==> src/rtl/pc_fetch_ctrl.sv <==
// IF-stage fetch sequencer: drives the PC register load and the instruction
// memory request/ack handshake, and holds one fetched instruction for IF/ID.
module pc_fetch_ctrl #(
  parameter logic [31:0] RESET_PC   = 32'h0040_0000,
  parameter logic [31:0] EXC_VECTOR = 32'h0040_0004,
  parameter int          TIMEOUT    = 16
) (
  input  logic        clk,
  input  logic        rst,
  input  logic [31:0] pc_cur,
  output logic        pc_ena,
  output logic [31:0] pc_next,
  output logic        imem_req,
  output logic [31:0] imem_addr,
  input  logic        imem_ack,
  input  logic [31:0] imem_rdata,
  output logic        if_valid,
  output logic [31:0] if_inst,
  output logic [31:0] if_pc,
  input  logic        stall,
  input  logic        redirect_valid,
  input  logic [31:0] redirect_target,
  input  logic        exc_valid,
  output logic        fetch_err
);

  typedef enum logic [1:0] {IDLE, REQ, FULL} state_t;

  state_t      state;
  logic        kill;
  logic [7:0]  tmo_cnt;
  logic        in_req;
  logic        timeout;
  logic        flush;
  logic        take;
  logic [31:0] target;
  logic [31:0] reissue_addr;

  assign in_req  = (state == REQ);
  assign timeout = in_req & ~imem_ack & (tmo_cnt == 8'(TIMEOUT - 1));
  assign flush   = exc_valid | redirect_valid | timeout;
  assign take    = in_req & imem_ack & ~kill & ~flush;

  always_comb begin
    target = pc_cur + 32'd4;
    if (exc_valid | timeout) target = EXC_VECTOR;
    else if (redirect_valid) target = redirect_target;
  end

  assign pc_next      = target & ~32'h3;
  assign pc_ena       = ~rst & (flush | take);
  // Address for a freshly issued request: the value the PC is about to take.
  assign reissue_addr = pc_ena ? pc_next : pc_cur;

  assign imem_req  = in_req;
  assign fetch_err = timeout;

  always_ff @(posedge clk or posedge rst) begin
    if (rst) begin
      state     <= IDLE;
      kill      <= 1'b0;
      tmo_cnt   <= 8'd0;
      imem_addr <= RESET_PC;
      if_valid  <= 1'b0;
      if_inst   <= 32'd0;
      if_pc     <= 32'd0;
    end else begin
      case (state)
        IDLE: begin
          state     <= REQ;
          imem_addr <= reissue_addr;
          tmo_cnt   <= 8'd0;
        end
        REQ: begin
          if (imem_ack) begin
            if (take) begin
              if_inst  <= imem_rdata;
              if_pc    <= imem_addr;
              if_valid <= 1'b1;
              state    <= FULL;
            end else begin
              kill      <= 1'b0;
              imem_addr <= reissue_addr;
              tmo_cnt   <= 8'd0;
            end
          end else if (timeout) begin
            // Abandon the request; the memory drops it on re-issue.
            kill      <= 1'b0;
            imem_addr <= reissue_addr;
            tmo_cnt   <= 8'd0;
          end else begin
            if (flush) kill <= 1'b1;
            tmo_cnt <= tmo_cnt + 8'd1;
          end
        end
        FULL: begin
          if (flush || !stall) begin
            if_valid  <= 1'b0;
            state     <= REQ;
            imem_addr <= reissue_addr;
            tmo_cnt   <= 8'd0;
          end
        end
        default: state <= IDLE;
      endcase
    end
  end

endmodule

==> config.mk <==
export PLATFORM = sky130hd
export DESIGN_NAME = pc_fetch_ctrl
export DESIGN_NICKNAME = d
export VERILOG_FILES = /design/src/rtl/pc_fetch_ctrl.sv
export SDC_FILE = /design/constraint.sdc
export NUM_CORES = 1
export LEC_CHECK = 0
export CAP_MARGIN = 20
export CORE_ASPECT_RATIO = 0.6
export CORE_UTILIZATION = 58
export CTS_CLUSTER_DIAMETER = 50
export DETAILED_ROUTE_END_ITERATION = 7
export DONT_BUFFER_PORTS = 1
export PLACE_DENSITY = 0.82
export RECOVER_POWER = 25
export REMOVE_ABC_BUFFERS = 1
export SLEW_MARGIN = 25
export SYNTH_ARGS = -nofsm -noshare
export SYNTH_HDL_FRONTEND = slang
export SYNTH_SLANG_ARGS = --single-unit
==> constraint.sdc <==
create_clock -name clk -period 3.4 [get_ports clk]
set_clock_uncertainty 0.05 [all_clocks]
set_input_delay 0.68 -clock clk [delete_from_list [all_inputs] [get_ports clk]]
set_output_delay 0.68 -clock clk [all_outputs]
set_load 0.05 [all_outputs]
==> impl_metrics.ini <==
[clock_network]
clock_path_buffers = 2
post_cts.repair.setup_buffers = 0
cts_hold_buf = 0
htreeDepth = 3
clock_latency_ns = 0.34
cts-buffers-inserted = 9
cts_tree = yes
cts.repair.resized = 0
cts-root-buf = clkbuf_16
path_clk_slew_ns = 0.07
numClockSinks = 108

[timing]
fin_crit_ns = 3.24
fmax_ghz = 0.308
slew_viol_final = 51
hold_violations = 0
tightest_slew_ns = 2.25
rsz0062_at_grt = no
slew_headroom_pct = -50.8
period_share_pct = 95.4
setup_violations = 0
layout_setup_ws_ns = 0.156

[cells_and_area]
stdcell_count = 817
num_antenna_cells = 0
final_layout_size_suffix_gt1_share_pct = 11.8
fillers = 768
finalNetCount = 786
area_delta_synth_final_pct = 9.82

[placed_design]
dp_slack_ns = 0.290
dp_hpwl_um = 11400
dp.cells = 801
port_buffers = 0
globalplace.congestion = 0.875

[yosys]
seq_area_frac_synth_pct = 47.5
yosysTopAreaCell = dfrtp_1
synth_edf_count = 0
synth_flop_cell = dfrtp_1
netlist_area_um2 = 5690
synth_cells = 678
yosys-top-cells-count = nand2_1 (238), dfrtp_1 (107), nor2_1 (39), clkbuf_1 (25), nand3_1 (25)
synth_most_common_cell = nand2_1
ys_top_cells_by_area = dfrtp_1 (47%), nand2_1 (16%), mux2i_1 (3.7%)
synthArstFlopShare_pct = 100
synth_seq_cells = 108
synth_top_area_share_pct = 47.0
synth_area_per_cell_um2 = 8.40
synth_cell_type_count = 57
ys_warn_count = 0

[worst_setup_path]
cp.arrival_ns = 2.51
critPathCaptureType = output pin
crit_required_ns = 2.67
critPathKind = register to output pin
start_kind = register
crit_slowest_cell = a211oi_2
cp_slowest_stage_delay_ns = 0.79
reg2reg_slack_ns = 0.69
crit_chain = ha_1, nor3b_2, and3_1, or2_4, a211oi_2
worstPathBufferInverterCount = 0
cp_top_family = compound AO/OA/AOI/OAI gates
crit_fanout = 7

[pwr]
ir_drop_uv = 465
leakagePower_nw = 2.99
powerDensity_nw_per_um2 = 752

[drt]
post_drt_wl_per_cell_um = 19.4
routed_wl_um = 15900
drc_errors = 0
initialDrtViolationCount = 294
first_pass_iters = 5
ant_nets = 0
routed_via_density = 6.11
num_vias = 4992

[die]
num_io_pins = 234
die_h_um = 78.8
initial_utilization_pct = 60.9
die_area_um2 = 10200
chipWidth_um = 130
fp.coreArea_um2 = 9360
rows = 27

[grt]
grt_max_degree = 67
track_usage_pct = 31.4
grt_pass1_vias = 4875
grt_overflow_total = 0
antenna_found_initial = 0
grt_pass1_wl_um = 24200

[run_status]
failed_checks = capacitance limit, slew limit
status = complete, but fails checks

[run]
maxCapViolations = 1

[worst_hold_path]
min_path_type = input port to register
-- where the power goes --
| part | switching [mW] | leakage (nW) | internal, mW | total [mW] |
|---|---|---|---|---|
| clock network | 0.477 | 0.135 | 0.522 | 1.00 |
| logic | 0.455 | 1.49 | 0.239 | 0.694 |
| registers | 1.42 | 1.36 | 1.59 | 3.01 |
-- flip-flops by register name (all words and copies together), names as in the netlist --
name / count
if_valid: 1
tmo_cnt: 8
if_pc: 32
state: 2
imem_addr: 32
kill: 1
if_inst: 32
-- placed cells by master, fill, tap and decap left out, drive strengths merged, types with 2 or more instances in the layout --
| master | Yosys | routed |
|---|---|---|
| xnor2 | 10 | 10 |
| and2 | 3 | 3 |
| dfrtp | 107 | 107 |
| a2bb2oi | 3 | 3 |
| a21oi | 24 | 24 |
| o211a | 2 | 2 |
| o31a | 8 | 8 |
| clkinv | 0 | 2 |
| nand2b | 4 | 4 |
| mux2i | 21 | 21 |
| buf | 18 | 34 |
| or4 | 4 | 4 |
| nor2 | 39 | 39 |
| mux2 | 2 | 2 |
| inv | 9 | 10 |
| and3 | 9 | 9 |
| nor3b | 4 | 4 |
| xor2 | 13 | 13 |
| nor3 | 17 | 17 |
| clkbuf | 25 | 11 |
| nand2 | 241 | 241 |
| nor2b | 2 | 2 |
| nand4 | 9 | 9 |
| o211ai | 3 | 3 |
| or3 | 5 | 5 |
| a31oi | 4 | 4 |
| o21ai | 31 | 31 |
| nand3 | 25 | 25 |
| o21a | 2 | 2 |
| clkinvlp | 0 | 3 |
| conb | 1 | 2 |
| and4 | 5 | 5 |
| ha | 2 | 2 |
| nor4 | 14 | 14 |
-- cells by family (layout without fill, tap and decap cells) --
group / count (synthesis) / after routing / share of synthesized area, %
xor+xnor: 23 / 23 / 3.54
other cells: 1 / 2 / 0.0659
flops: 108 / 108 / 47.5
compound gates: 82 / 82 / 9.10
buf+inv: 52 / 60 / 4.15
simple gates: 387 / 387 / 31.1
mux: 23 / 23 / 4.09
fa+ha+maj: 2 / 2 / 0.439
-- through the flow --
step	total power, mW	cell area, um^2	utilization (%)	hold WS (ns)	TNS [ns]
after global placement	3.68	5960	63.7	0.436	0
final	4.70	6250	66.8	0.389	0
after global routing	4.91	6250	66.8	0.374	0
after CTS	4.73	6250	66.8	0.265	-0.0696
after detailed placement	3.73	5960	63.7	0.467	0
after floorplan	3.49	5500	-	0.428	-41.89
-- area by class of cell --
type                       count  area, um^2  share of cell area, %
inverter                       9        35.0                  0.560
clock buffer                  10         239                   3.82
tap                          130         163                   2.60
clock inverter                 6        46.3                  0.740
sequential                   108        2700                   43.2
timing repair buffer          35         263                   4.20
multi-input combinational    519        2800                   44.8
-- worst paths after layout --
path	startpoint	to	cells after the start
max	tmo_cnt[0]$_DFFE_PP0P_	pc_next[11]	5
min	imem_rdata[7]	if_inst[7]$_DFFE_PP0P_	2
max reg2reg	tmo_cnt[0]$_DFFE_PP0P_	imem_addr[26]$_DFFE_PP0P_	6
min reg2reg	tmo_cnt[0]$_DFFE_PP0P_	tmo_cnt[0]$_DFFE_PP0P_	1
max in group asynchronous	rst	if_pc[27]$_DFFE_PP0P_	2
min in group asynchronous	rst	kill$_DFFE_PP0P_	1
-- metal layers --
layer | part of all wire, % | up-vias | track usage (%) | routed length, um
li1 | - | 2279 | - | -
met1 | 41 | 2401 | 39.5 | 6470
met2 | 46 | 284 | 51.1 | 7340
met3 | 11 | 28 | 10.2 | 1710
met4 | 2.3 | 0 | 11.2 | 367
met5 | 0 | - | 0 | 0
-- worst reg2reg max path: stages, from the launching register on --
cell and delay, ns:
dfrtp_1 0.40, ha_1 0.23, nor3b_2 0.32, a211o_1 0.23, and3_1 0.84, nand2_1 0.34
o21ai_1 0.23
(Power assumes the default switching activity.)
